`src/rtl/cp0_tlb_param.sv`:
```
//------------------------------------------------------------------------------
// cp0_tlb_param : CP0 register file for the TLB-enabled MIPS core
//   (TLB index/data, exceptions, prescaled timer, interrupt request)
// Revision: 1.0
//------------------------------------------------------------------------------
`default_nettype none

module cp0_tlb_param #(
  parameter int TLBNUM  = 16,
  parameter int CNT_DIV = 2,
  localparam int IW     = $clog2(TLBNUM)
) (
  input  logic          clk,
  input  logic          reset,
  input  logic [5:0]    ext_int,
  input  logic          mtc0_we,
  input  logic [7:0]    cp0_addr,
  input  logic [31:0]   cp0_wdata,
  output logic [31:0]   cp0_rdata,
  input  logic          excp_valid,
  input  logic [4:0]    excp_code,
  input  logic          excp_bd,
  input  logic [31:0]   excp_pc,
  input  logic [31:0]   excp_badvaddr,
  input  logic          eret,
  input  logic          tlbp_we,
  input  logic          tlbp_found,
  input  logic [IW-1:0] tlbp_index,
  input  logic          tlbr_we,
  input  logic [18:0]   r_vpn2,
  input  logic [7:0]    r_asid,
  input  logic          r_g,
  input  logic [19:0]   r_pfn0,
  input  logic [2:0]    r_c0,
  input  logic          r_d0,
  input  logic          r_v0,
  input  logic [19:0]   r_pfn1,
  input  logic [2:0]    r_c1,
  input  logic          r_d1,
  input  logic          r_v1,
  input  logic          tlbwr,
  output logic [IW-1:0] r_index,
  output logic [IW-1:0] w_index,
  output logic [18:0]   w_vpn2,
  output logic [7:0]    w_asid,
  output logic          w_g,
  output logic [19:0]   w_pfn0,
  output logic [2:0]    w_c0,
  output logic          w_d0,
  output logic          w_v0,
  output logic [19:0]   w_pfn1,
  output logic [2:0]    w_c1,
  output logic          w_d1,
  output logic          w_v1,
  output logic [31:0]   epc,
  output logic          status_exl,
  output logic          int_req
);

  localparam int PW = (CNT_DIV > 1) ? $clog2(CNT_DIV) : 1;
  localparam logic [IW-1:0] RAND_MAX = IW'(TLBNUM - 1);
  localparam logic [PW-1:0] PRE_MAX  = PW'(CNT_DIV - 1);

  localparam logic [7:0] A_INDEX    = 8'h00;
  localparam logic [7:0] A_RANDOM   = 8'h08;
  localparam logic [7:0] A_ENTRYLO0 = 8'h10;
  localparam logic [7:0] A_ENTRYLO1 = 8'h18;
  localparam logic [7:0] A_CONTEXT  = 8'h20;
  localparam logic [7:0] A_WIRED    = 8'h30;
  localparam logic [7:0] A_BADVADDR = 8'h40;
  localparam logic [7:0] A_COUNT    = 8'h48;
  localparam logic [7:0] A_ENTRYHI  = 8'h50;
  localparam logic [7:0] A_COMPARE  = 8'h58;
  localparam logic [7:0] A_STATUS   = 8'h60;
  localparam logic [7:0] A_CAUSE    = 8'h68;
  localparam logic [7:0] A_EPC      = 8'h70;

  logic          index_p_q, index_p_d;
  logic [IW-1:0] index_q, index_d, random_q, random_d, wired_q, wired_d;
  logic [8:0]    ptebase_q, ptebase_d;
  logic [18:0]   badvpn2_q, badvpn2_d, ehi_vpn2_q, ehi_vpn2_d;
  logic [7:0]    ehi_asid_q, ehi_asid_d;
  logic [19:0]   lo0_pfn_q, lo0_pfn_d, lo1_pfn_q, lo1_pfn_d;
  logic [2:0]    lo0_c_q, lo0_c_d, lo1_c_q, lo1_c_d;
  logic          lo0_d_q, lo0_d_d, lo0_v_q, lo0_v_d, lo0_g_q, lo0_g_d;
  logic          lo1_d_q, lo1_d_d, lo1_v_q, lo1_v_d, lo1_g_q, lo1_g_d;
  logic [31:0]   badvaddr_q, badvaddr_d, count_q, count_d;
  logic [31:0]   compare_q, compare_d, epc_q, epc_d;
  logic [PW-1:0] presc_q, presc_d;
  logic [7:0]    im_q, im_d, ip_q, ip_d;
  logic          exl_q, exl_d, ie_q, ie_d, bd_q, bd_d, ti_q, ti_d;
  logic [4:0]    exccode_q, exccode_d;

  always_comb begin
    index_p_d  = index_p_q;  index_d    = index_q;
    wired_d    = wired_q;    ptebase_d  = ptebase_q;
    badvpn2_d  = badvpn2_q;  ehi_vpn2_d = ehi_vpn2_q;
    ehi_asid_d = ehi_asid_q; badvaddr_d = badvaddr_q;
    lo0_pfn_d  = lo0_pfn_q;  lo0_c_d = lo0_c_q; lo0_d_d = lo0_d_q;
    lo0_v_d    = lo0_v_q;    lo0_g_d = lo0_g_q;
    lo1_pfn_d  = lo1_pfn_q;  lo1_c_d = lo1_c_q; lo1_d_d = lo1_d_q;
    lo1_v_d    = lo1_v_q;    lo1_g_d = lo1_g_q;
    compare_d  = compare_q;  epc_d   = epc_q;
    im_d       = im_q;       exl_d   = exl_q;   ie_d = ie_q;
    bd_d       = bd_q;       exccode_d = exccode_q;

    // Free-running state: Random, timer, and sampled interrupt pending bits
    random_d = (random_q <= wired_q) ? RAND_MAX : random_q - IW'(1);
    if (presc_q == PRE_MAX) begin
      presc_d = '0;
      count_d = count_q + 32'd1;
    end else begin
      presc_d = presc_q + PW'(1);
      count_d = count_q;
    end
    ti_d = ti_q | (count_q == compare_q);
    ip_d = {ext_int[5] | ti_q, ext_int[4:0], ip_q[1:0]};

    if (excp_valid) begin
      exl_d     = 1'b1;
      exccode_d = excp_code;
      if (!exl_q) begin
        epc_d = excp_bd ? excp_pc - 32'd4 : excp_pc;
        bd_d  = excp_bd;
      end
      if (excp_code >= 5'd1 && excp_code <= 5'd5) badvaddr_d = excp_badvaddr;
      if (excp_code >= 5'd1 && excp_code <= 5'd3) begin
        ehi_vpn2_d = excp_badvaddr[31:13];
        badvpn2_d  = excp_badvaddr[31:13];
      end
    end else if (eret) begin
      exl_d = 1'b0;
    end else if (mtc0_we) begin
      case (cp0_addr)
        A_INDEX:    index_d = cp0_wdata[IW-1:0];
        A_ENTRYLO0: {lo0_pfn_d, lo0_c_d, lo0_d_d, lo0_v_d, lo0_g_d} = cp0_wdata[25:0];
        A_ENTRYLO1: {lo1_pfn_d, lo1_c_d, lo1_d_d, lo1_v_d, lo1_g_d} = cp0_wdata[25:0];
        A_CONTEXT:  ptebase_d = cp0_wdata[31:23];
        A_WIRED: begin
          wired_d  = cp0_wdata[IW-1:0];
          random_d = RAND_MAX;
        end
        A_COUNT: begin
          count_d = cp0_wdata;
          presc_d = '0;
        end
        A_ENTRYHI: begin
          ehi_vpn2_d = cp0_wdata[31:13];
          ehi_asid_d = cp0_wdata[7:0];
        end
        A_COMPARE: begin
          compare_d = cp0_wdata;
          ti_d      = 1'b0;
        end
        A_STATUS: begin
          im_d  = cp0_wdata[15:8];
          exl_d = cp0_wdata[1];
          ie_d  = cp0_wdata[0];
        end
        A_CAUSE:    ip_d[1:0] = cp0_wdata[9:8];
        A_EPC:      epc_d = cp0_wdata;
        default: ;
      endcase
    end else begin
      if (tlbp_we) begin
        index_p_d = !tlbp_found;
        index_d   = tlbp_index;
      end
      if (tlbr_we) begin
        ehi_vpn2_d = r_vpn2;
        ehi_asid_d = r_asid;
        {lo0_pfn_d, lo0_c_d, lo0_d_d, lo0_v_d, lo0_g_d} = {r_pfn0, r_c0, r_d0, r_v0, r_g};
        {lo1_pfn_d, lo1_c_d, lo1_d_d, lo1_v_d, lo1_g_d} = {r_pfn1, r_c1, r_d1, r_v1, r_g};
      end
    end
  end

  always_ff @(posedge clk) begin
    if (reset) begin
      index_p_q <= 1'b0;  index_q <= '0;  random_q <= RAND_MAX;  wired_q <= '0;
      ptebase_q <= '0;    badvpn2_q <= '0; ehi_vpn2_q <= '0;     ehi_asid_q <= '0;
      lo0_pfn_q <= '0; lo0_c_q <= '0; lo0_d_q <= 1'b0; lo0_v_q <= 1'b0; lo0_g_q <= 1'b0;
      lo1_pfn_q <= '0; lo1_c_q <= '0; lo1_d_q <= 1'b0; lo1_v_q <= 1'b0; lo1_g_q <= 1'b0;
      badvaddr_q <= '0;   count_q <= '0;  compare_q <= '0;  epc_q <= '0;
      presc_q <= '0;      im_q <= '0;     ip_q <= '0;
      exl_q <= 1'b0;      ie_q <= 1'b0;   bd_q <= 1'b0;     ti_q <= 1'b0;
      exccode_q <= '0;
    end else begin
      index_p_q <= index_p_d; index_q <= index_d; random_q <= random_d; wired_q <= wired_d;
      ptebase_q <= ptebase_d; badvpn2_q <= badvpn2_d;
      ehi_vpn2_q <= ehi_vpn2_d; ehi_asid_q <= ehi_asid_d;
      lo0_pfn_q <= lo0_pfn_d; lo0_c_q <= lo0_c_d; lo0_d_q <= lo0_d_d;
      lo0_v_q <= lo0_v_d; lo0_g_q <= lo0_g_d;
      lo1_pfn_q <= lo1_pfn_d; lo1_c_q <= lo1_c_d; lo1_d_q <= lo1_d_d;
      lo1_v_q <= lo1_v_d; lo1_g_q <= lo1_g_d;
      badvaddr_q <= badvaddr_d; count_q <= count_d; compare_q <= compare_d; epc_q <= epc_d;
      presc_q <= presc_d; im_q <= im_d; ip_q <= ip_d;
      exl_q <= exl_d; ie_q <= ie_d; bd_q <= bd_d; ti_q <= ti_d;
      exccode_q <= exccode_d;
    end
  end

  always_comb begin
    cp0_rdata = 32'd0;
    case (cp0_addr)
      A_INDEX:    cp0_rdata = {index_p_q, 31'(index_q)};
      A_RANDOM:   cp0_rdata = 32'(random_q);
      A_ENTRYLO0: cp0_rdata = {6'b0, lo0_pfn_q, lo0_c_q, lo0_d_q, lo0_v_q, lo0_g_q};
      A_ENTRYLO1: cp0_rdata = {6'b0, lo1_pfn_q, lo1_c_q, lo1_d_q, lo1_v_q, lo1_g_q};
      A_CONTEXT:  cp0_rdata = {ptebase_q, badvpn2_q, 4'b0};
      A_WIRED:    cp0_rdata = 32'(wired_q);
      A_BADVADDR: cp0_rdata = badvaddr_q;
      A_COUNT:    cp0_rdata = count_q;
      A_ENTRYHI:  cp0_rdata = {ehi_vpn2_q, 5'b0, ehi_asid_q};
      A_COMPARE:  cp0_rdata = compare_q;
      A_STATUS:   cp0_rdata = {9'b0, 1'b1, 6'b0, im_q, 6'b0, exl_q, ie_q};
      A_CAUSE:    cp0_rdata = {bd_q, ti_q, 14'b0, ip_q, 1'b0, exccode_q, 2'b0};
      A_EPC:      cp0_rdata = epc_q;
      default:    cp0_rdata = 32'd0;
    endcase
  end

  assign r_index    = index_q;
  assign w_index    = tlbwr ? random_q : index_q;
  assign w_vpn2     = ehi_vpn2_q;
  assign w_asid     = ehi_asid_q;
  assign w_g        = lo0_g_q & lo1_g_q;
  assign w_pfn0     = lo0_pfn_q;
  assign w_c0       = lo0_c_q;
  assign w_d0       = lo0_d_q;
  assign w_v0       = lo0_v_q;
  assign w_pfn1     = lo1_pfn_q;
  assign w_c1       = lo1_c_q;
  assign w_d1       = lo1_d_q;
  assign w_v1       = lo1_v_q;
  assign epc        = epc_q;
  assign status_exl = exl_q;
  assign int_req    = ie_q & !exl_q & |(ip_q & im_q);

endmodule

`default_nettype wire

```
`config.mk`:
```
export PLATFORM = sky130hd
export DESIGN_NAME = cp0_tlb_param
export DESIGN_NICKNAME = d
export VERILOG_FILES = /design/src/rtl/cp0_tlb_param.sv
export SDC_FILE = /design/constraint.sdc
export NUM_CORES = 1
export LEC_CHECK = 0
export BUFFER_PORTS_ARGS = -buffer_cell sky130_fd_sc_hd__buf_2
export CORE_AREA = 2 2 167 169
export DETAILED_ROUTE_END_ITERATION = 10
export DIE_AREA = 0 0 169 171
export PLACE_DENSITY = 0.8
export SYNTH_ARGS = -nofsm -noshare
export SYNTH_HDL_FRONTEND = slang
export SYNTH_SLANG_ARGS = --single-unit
```
`constraint.sdc`:
```
create_clock -name clk -period 3.6 [get_ports clk]
set_input_delay 0.72 -clock clk [delete_from_list [all_inputs] [get_ports clk]]
set_output_delay 0.72 -clock clk [all_outputs]
set_load 0.02 [all_outputs]
```
# Word-level counts from Yosys, hierarchy flattened
# Cells that the tools add are included.
[word_totals] regBits=274 input_bits=207 elab_cells=171
[classes] n_addsub=4 magnitude_cmp=4 n_eq_ne=21 muxes=72 bitwise=10 n_reduce_logical=29
[ops] operator="$pmux 32 s13" n=1
[ops] operator="$mux 32" n=11
[ops] operator="$mux 20" n=6
[ops] operator="$mux 19" n=6
[ops] operator="$eq 8x7->1 const B" n=7
[ops] operator="$reduce_and 4->1" n=12
[ops] operator="$mux 4" n=9
[ops] operator="$add 32x1->32 const B" n=1
[ops] operator="$eq 32x32->1" n=1
[ops] operator="$sub 32x3->32 const B" n=1
[ops] operator="$mux 1" n=30
[ops] operator="$mux 8" n=3
[ops] operator="$mux 3" n=6
[ops] operator="$eq 8x5->1 const B" n=2
[ops] operator="$eq 8x6->1 const B" n=2
[ops] operator="$ne 2x1->1 const B" n=5
[ops] operator="$reduce_bool 3->1" n=3
[ops] operator="$and 8x8->8" n=1
[ops] operator="$eq 8x4->1 const B" n=1
[ops] operator="$logic_not 8->1" n=1
[ops] operator="$reduce_and 2->1" n=4
[ops] operator="$reduce_bool 2->1" n=4
[ops] operator="$reduce_or 8->1" n=1
[ops] operator="$ge 5x1->1 const B" n=1
[ops] operator="other kinds (12)" n=21

# Longest topological paths before layout
[logic_depth] word_depth=6 ltp_mapped=8 mapped_depth_nobuf=7

# Worst setup path before layout
# Ideal clock, no wire load.
[synth_timing] kind="input to output" from="input port cp0_addr[1]" to="output port cp0_rdata[2]" arrival_time_ns=2.528 t_required_ns=2.880 path_slack_ns=0.352 stages=7 path_buffers=2 cell_sequence="or4_1 buf_2 nor3_2 buf_2 a32o_1 a211oi_1 o311ai_1"
[synth_via] elab_chain_cells=2
[synth_lines] item="from (decl)" line="17" source="input logic [7:0] cp0_addr,"
[synth_lines] item="$eq 8x7->1 (tied with other cells)" line="205" source="case (cp0_addr)"
[synth_lines] item="$pmux 32 s13 *" line="205"
[synth_lines] item="to (decl)" line="19" source="output logic [31:0] cp0_rdata,"
# Every way passes the cells marked *; elsewhere a longest branch is shown, timed or not.

# Final worst setup path
[layout_timing] from="input port cp0_addr[1]" to="output port cp0_rdata[3]"
# The elaborated chain is that of the path after synthesis.

==> out/qor.csv <==
metric,value,unit
power_frac_seq,0.441,
hold_class,primary input to register,
path_clk_slew,0.06,ns
finalWeightedCongestion,1.02,
antenna_left,0,
cts.repair.resized,0,
layout.nets,2334,
fraction_of_layout_cells_with_a_size_suffix_above_1,0.244,
drt_first_iter_violations,2430,
setup_tns,0,ns
regToRegEndpoint,count_q[28]$_SDFF_PP0_,
clock_tree_sinks,274,
hold_path_depth,2,
setup_buffers_after_cts,0,
reg2reg_from,count_q[0]$_SDFF_PP0_,
synth_seq_cells,274,
syn-instance-count,1796,
grt_first_pass_wirelength,92.5,mm
grtUsageTotal,0.427,
fmaxAchievable,289,MHz
die-area,28900,sq um
leakage,0.00707,uW
total_number_of_yosys_warnings,0,
clk-insertion-delay-late,0.56,ns
synth_async_sr_flop_share,0,
fp.dieW,169,um
synthDistinctLibCells,82,
cts-buffers-inserted,30,
tritoncts,done,
arrival_time_reported_for_the_critical_path_endpoint,2.74,ns
crit_path_time_final,3.46,ns
detailedPlace.worstSlack,0.148,ns
synth_edf_count,0,
finClkSkew,0.0104,ns
synthesis.nets,2010,
port_buffers,358,
clk_path_buf_depth,3,
grt_remaining_overflow,0,
layout.cells.most_common_list,"356 x sky130_fd_sc_hd__buf_2, 316 x sky130_fd_sc_hd__nand2_1, 274 x sky130_fd_sc_hd__dfxtp_1, 190 x sky130_fd_sc_hd__nor2_1, 148 x sky130_fd_sc_hd__a21oi_1",
cp_data_required_time,2.88,ns
power.share.clock,0.434,
antenna_violations_before_repair,4,
max-vdd-ir-drop,0.368,mV
postSynthAreaPerCell,8.04,sq um
row_count,61,
run_status,completed,
p_sw,2000,uW
hold_viol,0,
post_drt_wl_per_cell,25.9,um
route.detailed.vias_per_inst,6.47,
num_vias,16100,
powerDensity,414,nW/um^2
post_synthesis_cell_area,14400,sq um
min-delay-start,ext_int[1],
number_of_max_slew_violations_in_the_final_report,0,
io_pins,359,
drt-total-wl,64.5,mm
worst-r2r-cell-count,6,
drc,0,
place_area,16800,sq um
post-route-period-util,0.961,
slowest_delay,0.63,ns
cts_root_buffer,sky130_fd_sc_hd__clkbuf_16,
setup_viol,0,
setup.worst_path.end_class,primary output,
swShare,0.270,
grt_pass1_vias,14600,
synth_ff_type,sky130_fd_sc_hd__dfxtp_1,
cp_max_delay_cell,sky130_fd_sc_hd__or4_1,
vertical_die_dimension,171,um
type_of_the_worst_setup_path,primary input to primary output,
power,7380,uW
comb_power_share,0.125,
synth_to_final_area_change,23.4,%
htree_num_levels,1,
firstDrtPassIters,7,
startpoint_type_of_the_worst_setup_path,primary input,
timing.critical_path.cells,buf_2 > or4_1 > nor3_2 > buf_12 > a222oi_1 > and2_1 > o311ai_1 > buf_2,
synth.yosys.seq_area_share,0.380,
r2r_setup_slack,1.08,ns
std_cell_core_area,27300,sq um
cellInternalPower,5390,uW
detailed_place_hpwl,49.2,mm
worst_slew_pin_slew,0.962,ns
relSlewSlack,0.357,
commonest_non_fill_non_tap_cell_in_the_layout,sky130_fd_sc_hd__buf_2,
finish.instance_area,17800,sq um
starting_density_of_the_core,0.529,
setup_repair_after_global_routing_missed_its_margin,no,
maxCapViolCount,0,
grt_max_degree,115,
worst_hold_path.endpoint,ip_q[3]$_SDFF_PP0_,
hold-worst-slack,0.371,ns
path_common_cell,sky130_fd_sc_hd__buf_2,
worst_slack,0.139,ns
cts_hold_repair.buffers,0,
crit_fanout,21,
## layout make-up
class / count / area [sq um]
fillers: 2385 / 9500
clock inverters: 9 / 149
flip-flops and latches: 274 / 5490
diodes: 2 / 5.00
inverters: 15 / 56.3
clock buffers: 43 / 861
repair buffers: 437 / 2490
well taps: 346 / 433
multi-input cells: 1362 / 8340
## synthesized netlist by cell type (all sizes together), types with 18 or more instances
cell / instances / area share
mux2i: 93 / 0.064
nor4: 23 / 0.013
a21oi: 148 / 0.051
dfxtp: 274 / 0.38
a211oi: 86 / 0.045
o221ai: 26 / 0.016
xnor2: 80 / 0.049
a222oi: 18 / 0.012
buf: 33 / 0.012
a22oi: 56 / 0.029
o21ai: 29 / 0.010
nand4: 22 / 0.010
nor3: 33 / 0.013
nor2: 192 / 0.050
o211ai: 22 / 0.011
nand3: 35 / 0.012
nand2: 318 / 0.083
clkbuf: 112 / 0.029
## metrics by stage
stage	cells	utilization
2_1_floorplan	1796	-
3_3_place_gp	2434	0.615
3_5_place_dp	2434	0.615
4_1_cts	2486	0.652
5_1_grt	2486	0.652
6_report	2488	0.652
## power by group through the flow
stage | Clock, uW | Combinational [uW] | Sequential (uW)
final | 3200 | 923 | 3260
after global routing | 3320 | 974 | 3260
after CTS | 3190 | 899 | 3240
after detailed placement | 0 | 895 | 3310
after global placement | 0 | 883 | 3310
after floorplan | 0 | 408 | 3320
## logic make-up after synthesis
| family | share of synthesized area |
|---|---|
| XOR/XNOR | 0.0534 |
| buffers and inverters | 0.0455 |
| multiplexers | 0.0715 |
| AND/OR/NAND/NOR | 0.224 |
| AO/OA/AOI/OAI | 0.220 |
| adder cells (fa/ha/maj) | 0.00606 |
| flip-flops | 0.380 |
## registers in the layout (all words and copies together) (netlist names), 5 cells and up
signal      flops
badvaddr_q     32
compare_q      32
count_q        32
epc            32
w_pfn0         20
w_pfn1         20
badvpn2_q      19
w_vpn2         19
ptebase_q       9
im_q            8
ip_q            8
w_asid          8
exccode_q       5
## metal layers
| metal | vias up | part of all wire | global-route usage | routed length [um] |
|---|---|---|---|---|
| met4 | 6 | 0.036 | 0.135 | 2330 |
| met2 | 1115 | 0.42 | 0.632 | 27300 |
| li1 | 7137 | - | - | - |
| met3 | 173 | 0.13 | 0.133 | 8650 |
| met1 | 7675 | 0.41 | 0.595 | 26200 |
| met5 | - | 0.00088 | 0 | 57 |
## worst max-delay path, delay by kind of cell
kind / cells / cell delay, ns
AND/OR/NAND/NOR: 3 / 1.03
AO/OA/AOI/OAI: 2 / 0.41
buffers and inverters: 3 / 0.57
## worst max-delay path by stage
stage	startpoint	to	slack, ns	cells past startpoint
after global routing	cp0_addr[1]	cp0_rdata[2]	0.09	8
final	cp0_addr[1]	cp0_rdata[3]	0.14	8
after floorplan	cp0_addr[1]	cp0_rdata[2]	0.35	7
after detailed placement	cp0_addr[1]	cp0_rdata[3]	0.15	8
after CTS	cp0_addr[1]	cp0_rdata[3]	0.12	8
after global placement	cp0_addr[1]	cp0_rdata[3]	0.14	8
Note: power is estimated with default switching activity, not from simulation.
